--- src/rtl/tl_ul_pkg.sv ---
// Shared TileLink-UL definitions: opcodes, bus geometry and the A-channel field bundle.
// Also holds the helper that turns a Put request into its remaining beat count.
package tl_ul_pkg;

  localparam logic [2:0] PUT_FULL_DATA    = 3'd0;
  localparam logic [2:0] PUT_PARTIAL_DATA = 3'd1;
  localparam logic [2:0] GET              = 3'd4;
  localparam logic [2:0] ACCESS_ACK       = 3'd0;
  localparam logic [2:0] ACCESS_ACK_DATA  = 3'd1;

  localparam logic [2:0] BUS_BYTES_LG = 3'd2;

  typedef struct packed {
    logic [2:0]  opcode;
    logic [2:0]  param;
    logic [2:0]  size;
    logic [31:0] address;
    logic [3:0]  mask;
    logic [31:0] data;
  } tl_a_fields_t;

  // Beats still owed after the first one; oversized Puts saturate the 4-bit counter.
  function automatic logic [3:0] burst_beats_left(input logic [2:0] opcode,
                                                  input logic [2:0] size,
                                                  input int         max_lgsize);
    logic [5:0] n;
    n = 6'd0;
    if ((opcode == PUT_FULL_DATA || opcode == PUT_PARTIAL_DATA) && size > BUS_BYTES_LG) begin
      n = (6'd1 << (size - BUS_BYTES_LG)) - 6'd1;
      if (int'(size) > max_lgsize || n > 6'd15) n = 6'd15;
    end
    return n[3:0];
  endfunction

endpackage

--- src/rtl/tl_ul_a_arbiter_2to1.sv ---
// Two-requester TL-UL arbiter: round-robin A grant locked across Put bursts and
// stalled beats, requester tag in the top source bit, D routed back by that tag.
module tl_ul_a_arbiter_2to1 #(
  parameter int SRC_W      = 2,
  parameter int MAX_LGSIZE = 6
) (
  input  logic              clock,
  input  logic              reset_n,
  input  logic              a0_valid,
  output logic              a0_ready,
  input  logic [2:0]        a0_opcode,
  input  logic [2:0]        a0_param,
  input  logic [2:0]        a0_size,
  input  logic [SRC_W-1:0]  a0_source,
  input  logic [31:0]       a0_address,
  input  logic [3:0]        a0_mask,
  input  logic [31:0]       a0_data,
  input  logic              a1_valid,
  output logic              a1_ready,
  input  logic [2:0]        a1_opcode,
  input  logic [2:0]        a1_param,
  input  logic [2:0]        a1_size,
  input  logic [SRC_W-1:0]  a1_source,
  input  logic [31:0]       a1_address,
  input  logic [3:0]        a1_mask,
  input  logic [31:0]       a1_data,
  output logic              a_valid,
  input  logic              a_ready,
  output logic [2:0]        a_opcode,
  output logic [2:0]        a_param,
  output logic [2:0]        a_size,
  output logic [SRC_W:0]    a_source,
  output logic [31:0]       a_address,
  output logic [3:0]        a_mask,
  output logic [31:0]       a_data,
  input  logic              d_valid,
  output logic              d_ready,
  input  logic [2:0]        d_opcode,
  input  logic [1:0]        d_param,
  input  logic [2:0]        d_size,
  input  logic [SRC_W:0]    d_source,
  input  logic              d_denied,
  input  logic              d_corrupt,
  input  logic [31:0]       d_data,
  output logic              d0_valid,
  input  logic              d0_ready,
  output logic [2:0]        d0_opcode,
  output logic [1:0]        d0_param,
  output logic [2:0]        d0_size,
  output logic [SRC_W-1:0]  d0_source,
  output logic              d0_denied,
  output logic              d0_corrupt,
  output logic [31:0]       d0_data,
  output logic              d1_valid,
  input  logic              d1_ready,
  output logic [2:0]        d1_opcode,
  output logic [1:0]        d1_param,
  output logic [2:0]        d1_size,
  output logic [SRC_W-1:0]  d1_source,
  output logic              d1_denied,
  output logic              d1_corrupt,
  output logic [31:0]       d1_data
);
  import tl_ul_pkg::*;

  logic       r_rr_last;
  logic       r_locked;
  logic       r_lock_owner;
  logic [3:0] r_beats_left;

  logic         w_grant;
  logic         w_a_fire;
  logic         w_d_port;
  logic [3:0]   w_first_left;
  tl_a_fields_t w_a0;
  tl_a_fields_t w_a1;
  tl_a_fields_t w_a_sel;

  logic       w_rr_last_nxt;
  logic       w_locked_nxt;
  logic       w_lock_owner_nxt;
  logic [3:0] w_beats_left_nxt;

  // With no contention the lone requester wins; on a tie the port not served last wins.
  function automatic logic rr_pick(input logic v0, input logic v1, input logic rr_last);
    if (v0 && !v1) return 1'b0;
    if (v1 && !v0) return 1'b1;
    return ~rr_last;
  endfunction

  assign w_grant = r_locked ? r_lock_owner : rr_pick(a0_valid, a1_valid, r_rr_last);

  assign w_a0 = '{opcode: a0_opcode, param: a0_param, size: a0_size,
                  address: a0_address, mask: a0_mask, data: a0_data};
  assign w_a1 = '{opcode: a1_opcode, param: a1_param, size: a1_size,
                  address: a1_address, mask: a1_mask, data: a1_data};
  assign w_a_sel = w_grant ? w_a1 : w_a0;

  assign a_opcode  = w_a_sel.opcode;
  assign a_param   = w_a_sel.param;
  assign a_size    = w_a_sel.size;
  assign a_address = w_a_sel.address;
  assign a_mask    = w_a_sel.mask;
  assign a_data    = w_a_sel.data;
  assign a_source  = {w_grant, (w_grant ? a1_source : a0_source)};

  // Handshakes are forced low while reset is held so nothing fires mid-reset.
  assign a_valid  = reset_n & (w_grant ? a1_valid : a0_valid);
  assign a0_ready = reset_n & ~w_grant & a_ready;
  assign a1_ready = reset_n &  w_grant & a_ready;
  assign w_a_fire = a_valid & a_ready;

  assign w_first_left = burst_beats_left(w_a_sel.opcode, w_a_sel.size, MAX_LGSIZE);

  always_comb begin
    w_rr_last_nxt    = r_rr_last;
    w_locked_nxt     = r_locked;
    w_lock_owner_nxt = r_lock_owner;
    w_beats_left_nxt = r_beats_left;
    if (w_a_fire) begin
      if (r_beats_left == 4'd0) begin
        w_beats_left_nxt = w_first_left;
        if (w_first_left != 4'd0) begin
          w_locked_nxt     = 1'b1;
          w_lock_owner_nxt = w_grant;
        end else begin
          w_locked_nxt  = 1'b0;
          w_rr_last_nxt = w_grant;
        end
      end else begin
        w_beats_left_nxt = r_beats_left - 4'd1;
        if (r_beats_left == 4'd1) begin
          w_locked_nxt  = 1'b0;
          w_rr_last_nxt = w_grant;
        end
      end
    end else if (a_valid) begin
      w_locked_nxt     = 1'b1;
      w_lock_owner_nxt = w_grant;
    end
  end

  always_ff @(posedge clock or negedge reset_n) begin
    if (!reset_n) begin
      r_rr_last    <= 1'b1;
      r_locked     <= 1'b0;
      r_lock_owner <= 1'b0;
      r_beats_left <= 4'd0;
    end else begin
      r_rr_last    <= w_rr_last_nxt;
      r_locked     <= w_locked_nxt;
      r_lock_owner <= w_lock_owner_nxt;
      r_beats_left <= w_beats_left_nxt;
    end
  end

  // D channel: the tag bit picks the requester; payload is broadcast to both.
  assign w_d_port = d_source[SRC_W];
  assign d0_valid = reset_n & d_valid & ~w_d_port;
  assign d1_valid = reset_n & d_valid &  w_d_port;
  assign d_ready  = reset_n & (w_d_port ? d1_ready : d0_ready);

  assign d0_opcode  = d_opcode;
  assign d0_param   = d_param;
  assign d0_size    = d_size;
  assign d0_source  = d_source[SRC_W-1:0];
  assign d0_denied  = d_denied;
  assign d0_corrupt = d_corrupt;
  assign d0_data    = d_data;
  assign d1_opcode  = d_opcode;
  assign d1_param   = d_param;
  assign d1_size    = d_size;
  assign d1_source  = d_source[SRC_W-1:0];
  assign d1_denied  = d_denied;
  assign d1_corrupt = d_corrupt;
  assign d1_data    = d_data;

endmodule
--- config.mk ---
export PLATFORM = sky130hd
export DESIGN_NAME = tl_ul_a_arbiter_2to1
export DESIGN_NICKNAME = d
export VERILOG_FILES = /design/src/rtl/tl_ul_pkg.sv /design/src/rtl/tl_ul_a_arbiter_2to1.sv
export SDC_FILE = /design/constraint.sdc
export NUM_CORES = 1
export LEC_CHECK = 0
export CORE_AREA = 2 2 147 149
export DETAILED_ROUTE_END_ITERATION = 10
export DIE_AREA = 0 0 149 151
export PLACE_DENSITY = 0.44
export SKIP_LAST_GASP = 1
export SYNTH_ARGS = -nofsm -noshare
export SYNTH_HDL_FRONTEND = slang
export SYNTH_SLANG_ARGS = --single-unit
--- constraint.sdc ---
create_clock -name clock -period 6.2 [get_ports clock]
set_clock_uncertainty 0.05 [all_clocks]
set_input_delay 1.86 -clock clock [delete_from_list [all_inputs] [get_ports clock]]
set_output_delay 1.86 -clock clock [all_outputs]
set_load 0.05 [all_outputs]
# Word level (Yosys, flattened, before mapping)
# Index checks and enable logic that the tools add are counted.
[word_totals]
ff_bits = 7
output_inout_bits = 174
word_cells = 72
[op_classes]
n_addsub = 3
order_cmp = 3
eq_ne = 6
shift = 1
muxes = 27
bitwise = 13
reduce_logical = 15
[ops]
columns = ["op", "n"]
rows = [
  ["two-way mux 77 bit", 1],
  ["two-way mux 1 bit", 22],
  ["two-way mux 4 bit", 3],
  ["bitwise AND 1 bit", 10],
  ["greater-than comparator 6 x 4 -> 1 bit, second input constant", 1],
  ["AND reduction 3 bit", 2],
  ["<< shifter 1 x 3 -> 6 bit, first input constant", 1],
  ["subtractor 6 x 1 -> 6 bit, second input constant", 1],
  ["== test 4 x 1 -> 1 bit, second input constant", 1],
  ["logical NOT 4 bit", 1],
  ["!= test 2 x 1 -> 1 bit, second input constant", 2],
  ["nonzero test 2 bit", 2],
  ["nonzero test 4 bit", 1],
  ["subtractor 4 x 1 -> 4 bit, second input constant", 1],
  ["== test 3 x 1 -> 1 bit, second input constant", 1],
  ["greater-than comparator 3 x 2 -> 1 bit, second input constant", 1],
  ["greater-than comparator 3 bit, second input constant", 1],
  ["logical AND 1 bit", 3],
  ["logical NOT 3 bit", 1],
  ["!= test 3 x 1 -> 1 bit, second input constant", 1],
  ["NOT 1 bit", 3],
  ["subtractor 3 x 2 -> 3 bit, second input constant", 1],
  ["logical NOT 1 bit", 2],
  ["logical OR 1 bit", 2],
  ["3 further kinds", 3],
]

# Depth between registers and ports, before layout
[logic_depth]
depth_word = 19
depth_mapped = 14
ltp_nobuf = 12

# Worst setup path before layout
# No wires, ideal clock.
[synth_path]
path_type = "input to output"
startpoint = "input port a1_valid"
endpoint = "output port a_address[20]"
arrival_time_ns = 3.557
path_slack_ns = 0.733
stages = 8
n_path_buf = 3
cell_sequence = "nor2b_1 > o211a_1 > nand2b_4 > clkbuf_1 > clkbuf_1 > clkbuf_1 > nand2_1 > nand2_1"
[synth_via]
elab_chain_len = 7
word_cells_on_any_way = 11
[synth_rtl]
columns = ["item", "line", "source"]
rows = [
  ["from (decl)", "tl_ul_a_arbiter_2to1.sv:18", "input logic a1_valid,"],
  ["logical AND 1 bit", "tl_ul_a_arbiter_2to1.sv:87", "if (v1 && !v0) return 1'b1;"],
  ["two-way mux 1 bit (2 in series)", "tl_ul_a_arbiter_2to1.sv:87", ""],
  ["two-way mux 1 bit", "tl_ul_a_arbiter_2to1.sv:88", "return ~rr_last;"],
  ["two-way mux 1 bit *", "tl_ul_a_arbiter_2to1.sv:87", ""],
  ["two-way mux 1 bit *", "tl_ul_a_arbiter_2to1.sv:91", "assign w_grant = r_locked ? r_lock_owner : rr_pick(a0_valid, a1_valid, r_rr_last);"],
  ["two-way mux 77 bit *", "tl_ul_a_arbiter_2to1.sv:97", "assign w_a_sel = w_grant ? w_a1 : w_a0;"],
  ["to (decl)", "tl_ul_a_arbiter_2to1.sv:33", "output logic [31:0] a_address,"],
]
# Mark *: on every way between the ends. The rest lies on a longest branch, timed or not. The select of a mux whose other input is x is not followed.

# Final worst setup path
[layout_path]
startpoint = "input port a1_valid"
endpoint = "output port a_size[1]"
[layout_via]
elab_chain_len = 7
word_cells_on_any_way = 11
[layout_rtl]
columns = ["item", "line", "source"]
rows = [
  ["logical AND 1 bit", "tl_ul_a_arbiter_2to1.sv:87", ""],
  ["two-way mux 1 bit (2 in series)", "tl_ul_a_arbiter_2to1.sv:87", ""],
  ["two-way mux 1 bit", "tl_ul_a_arbiter_2to1.sv:88", ""],
  ["two-way mux 1 bit *", "tl_ul_a_arbiter_2to1.sv:87", ""],
  ["two-way mux 1 bit *", "tl_ul_a_arbiter_2to1.sv:91", ""],
  ["two-way mux 77 bit *", "tl_ul_a_arbiter_2to1.sv:97", ""],
  ["to (decl)", "tl_ul_a_arbiter_2to1.sv:31", "output logic [2:0] a_size,"],
]
# Marks and branches as above.

==> impl_metrics.json <==
{
  "outcome": "finished clean",
  "post-route-period-util_pct": 91.1,
  "die_x_um": 149,
  "swShare_pct": 54.7,
  "track_usage_pct": 8.91,
  "path_common_cell": "nand2_1",
  "synth_cells": 428,
  "pin_count": 385,
  "cts_tree": "yes",
  "synth.largest_area_cell": "nand2_1",
  "tightest_slew_ns": 0.549,
  "netlist_top_cells_area": "nand2_1 40%, buf_4 29%, dfrtp_1 6.5%, ha_1 3.3%, clkbuf_1 2.9%",
  "cts.repair.resized": 0,
  "vias": 2998,
  "worstHoldPathType": "reg2reg",
  "synth_edf_count": 0,
  "tns_ns": 0,
  "die_h_um": 151,
  "grt_first_pass_wirelength_um": 16200,
  "irDropWorstVdd_v": 0.000288,
  "rsz0062_at_grt": "no",
  "synth_top_area_share_pct": 39.6,
  "hpwlAfterDp_um": 9210,
  "drt_iter0_drc": 57,
  "p_comb_share_pct": 94.2,
  "core_mm2": 0.0208,
  "critPathTopFamily": "buffers and inverters",
  "insertion_delay_ns": 0.23,
  "gp_congestion": 0.707,
  "dr.pass1.iters": 4,
  "cp_cell_sequence": "clkdlybuf4s50_1 > nor2b_1 > o211a_1 > nand2b_4 > buf_4 > nand2_1 > nand2_1 > buf_12",
  "power.density_mw_per_mm2": 650,
  "finalCriticalPeriod_ns": 5.65,
  "crit_required_ns": 4.29,
  "cts_hold_buf": 0,
  "antennaDiodeCount": 0,
  "synth_fp_nets": 645,
  "htree_levels": 1,
  "synthArstFlopShare_pct": 100,
  "synth_area_mm2": 0.00231,
  "fmax_mhz": 177,
  "clkPwrFrac_pct": 3.1,
  "leakagePower_uw": 0.00250,
  "cts-root-buf": "clkbuf_16",
  "p_int_uw": 1590,
  "cap_violations": 0,
  "drive_gt1_share_pct": 16.5,
  "cp-end-kind": "primary output",
  "hold_viol_final": 0,
  "cp.arrival_ns": 3.74,
  "synth_ff_type": "dfrtp_1",
  "rows": 53,
  "maxSlewViolCount": 0,
  "antenna_found_initial": 0,
  "detail-route-antenna-nets": 0,
  "setup_viol": 0,
  "n_fill_cell": 2306,
  "final_core_util_pct": 25.9,
  "wl_um": 10900,
  "nets": 799,
  "dieArea_mm2": 0.0225,
  "detail_route.wl_per_cell_um": 12.7,
  "cts_inserted_buffers": 3,
  "ys.warnings.count": 0,
  "seqPwrFrac_pct": 2.7,
  "start_util_pct": 11.1,
  "slew_headroom_pct": 63.1,
  "place_ws_ns": 0.519,
  "port_buffers": 252,
  "grt-ovfl-total": 0,
  "slowest_stage": "clkdlybuf4s50_1",
  "finalPower_uw": 3510,
  "critPathBufInv": 3,
  "routed_via_density": 3.50,
  "synth_cell_type_count": 35,
  "avgSynthCellArea_um2": 5.39,
  "clockBufferDepth": 2,
  "clk_pin_slew_ns": 0.04,
  "yosysSeqAreaShare_pct": 7.65,
  "grt_max_degree": 51,
  "cts_setup_buffers": 0,
  "cp_max_fo": 39,
  "slowest_delay_ns": 0.48,
  "route.detailed.drc": 0,
  "synth-seq-cells": 7,
  "worst_slack_ns": 0.552,
  "critPathLaunchType": "input port",
  "areaGrowthSynthToFinish_pct": 134,
  "crit_type": "in2out",
  "cts_sinks": 7,
  "grt_pass1_vias": 3122,
  "p_sw_uw": 1920
}
[cells in the mapped netlist (2+ instances only)]
cell	instances
o21ai_1	2
a21oi_1	5
o31ai_1	2
and3_1	2
ha_1	6
nor3_1	3
o21ai_0	4
inv_2	2
clkbuf_1	18
nor2_1	12
inv_1	5
mux2i_1	3
nor4_1	2
a211oi_1	2
nand2b_1	2
nor2b_1	2
buf_4	89
dfrtp_1	6
nand3b_1	2
o211ai_1	2
nand2_1	243
[layout by cell type, fill, tap and decap left out, types with 3 or more instances in the layout]
| cell | Yosys | layout |
|---|---|---|
| buf_12 | 0 | 84 |
| clkbuf_16 | 0 | 3 |
| clkdlybuf4s50_1 | 0 | 170 |
| nor3_1 | 3 | 3 |
| dfrtp_1 | 6 | 6 |
| a21oi_1 | 5 | 5 |
| mux2i_1 | 3 | 3 |
| nand2_1 | 243 | 243 |
| nor2_1 | 12 | 12 |
| o21ai_0 | 4 | 4 |
| inv_1 | 5 | 5 |
| ha_1 | 6 | 6 |
[logic make-up after synthesis]
group,after synthesis,synth area share (%)
compound gates,23,6.62
xor+xnor,1,0.380
fa+ha+maj,6,3.26
buf+inv,114,33.0
flops,7,7.65
mux,5,2.44
simple gates,272,46.6
[final cells by class]
cell class | count | area, um^2 | area share (%)
Timing Repair Buffer | 256 | 3400 | 63.0
Tap cell | 275 | 344 | 6.38
Multi-Input combinational cell | 307 | 1370 | 25.4
Inverter | 7 | 26.3 | 0.487
Clock buffer | 4 | 78.8 | 1.46
Sequential cell | 7 | 176 | 3.27
[stage by stage]
step,hold slack (ns),cells,instance area (um^2)
floorplan,0.437,428,2310
global placement,0.482,852,5310
detailed placement,0.487,852,5310
CTS,0.495,856,5390
global route,0.514,856,5390
finish,0.508,856,5390
[metal layers]
metal	global-route usage [%]	share of wire, %	up-vias
met3	4.31	14	26
met4	1.76	1.2	0
met2	15.6	49	205
li1	-	-	1538
met5	0	0	-
met1	9.85	36	1229
[flip-flops by register name (all words and copies together) (netlist names)]
name / cells
r_locked: 1
r_lock_owner: 1
r_rr_last: 1
r_beats_left: 4
[power groups by stage]
| stage | logic [uW] | registers (uW) | clock network, uW |
|---|---|---|---|
| 3_3_place_gp | 3350 | 92.8 | 0 |
| 2_1_floorplan | 1810 | 84.2 | 0 |
| 5_1_grt | 3480 | 95.7 | 115 |
| 3_5_place_dp | 3340 | 92.0 | 0 |
| 6_report | 3300 | 93.5 | 110 |
| 4_1_cts | 3350 | 92.3 | 111 |
[path summary, 6_finish.rpt]
| check | start | endpoint | cells past startpoint | slack (ns) |
|---|---|---|---|---|
| hold reg to reg | r_lock_owner | r_lock_owner | 1 | 0.51 |
| setup reg to reg | r_rr_last | r_lock_owner | 11 | 2.87 |
| min in group asynchronous | reset_n | r_beats_left[2] | 1 | 1.91 |
| max in group asynchronous | reset_n | r_rr_last | 1 | 3.85 |
| hold / removal | r_lock_owner | r_lock_owner | 1 | 0.51 |
| setup / recovery | a1_valid | a_size[1] | 8 | 0.55 |
(Power assumes the default switching activity.)
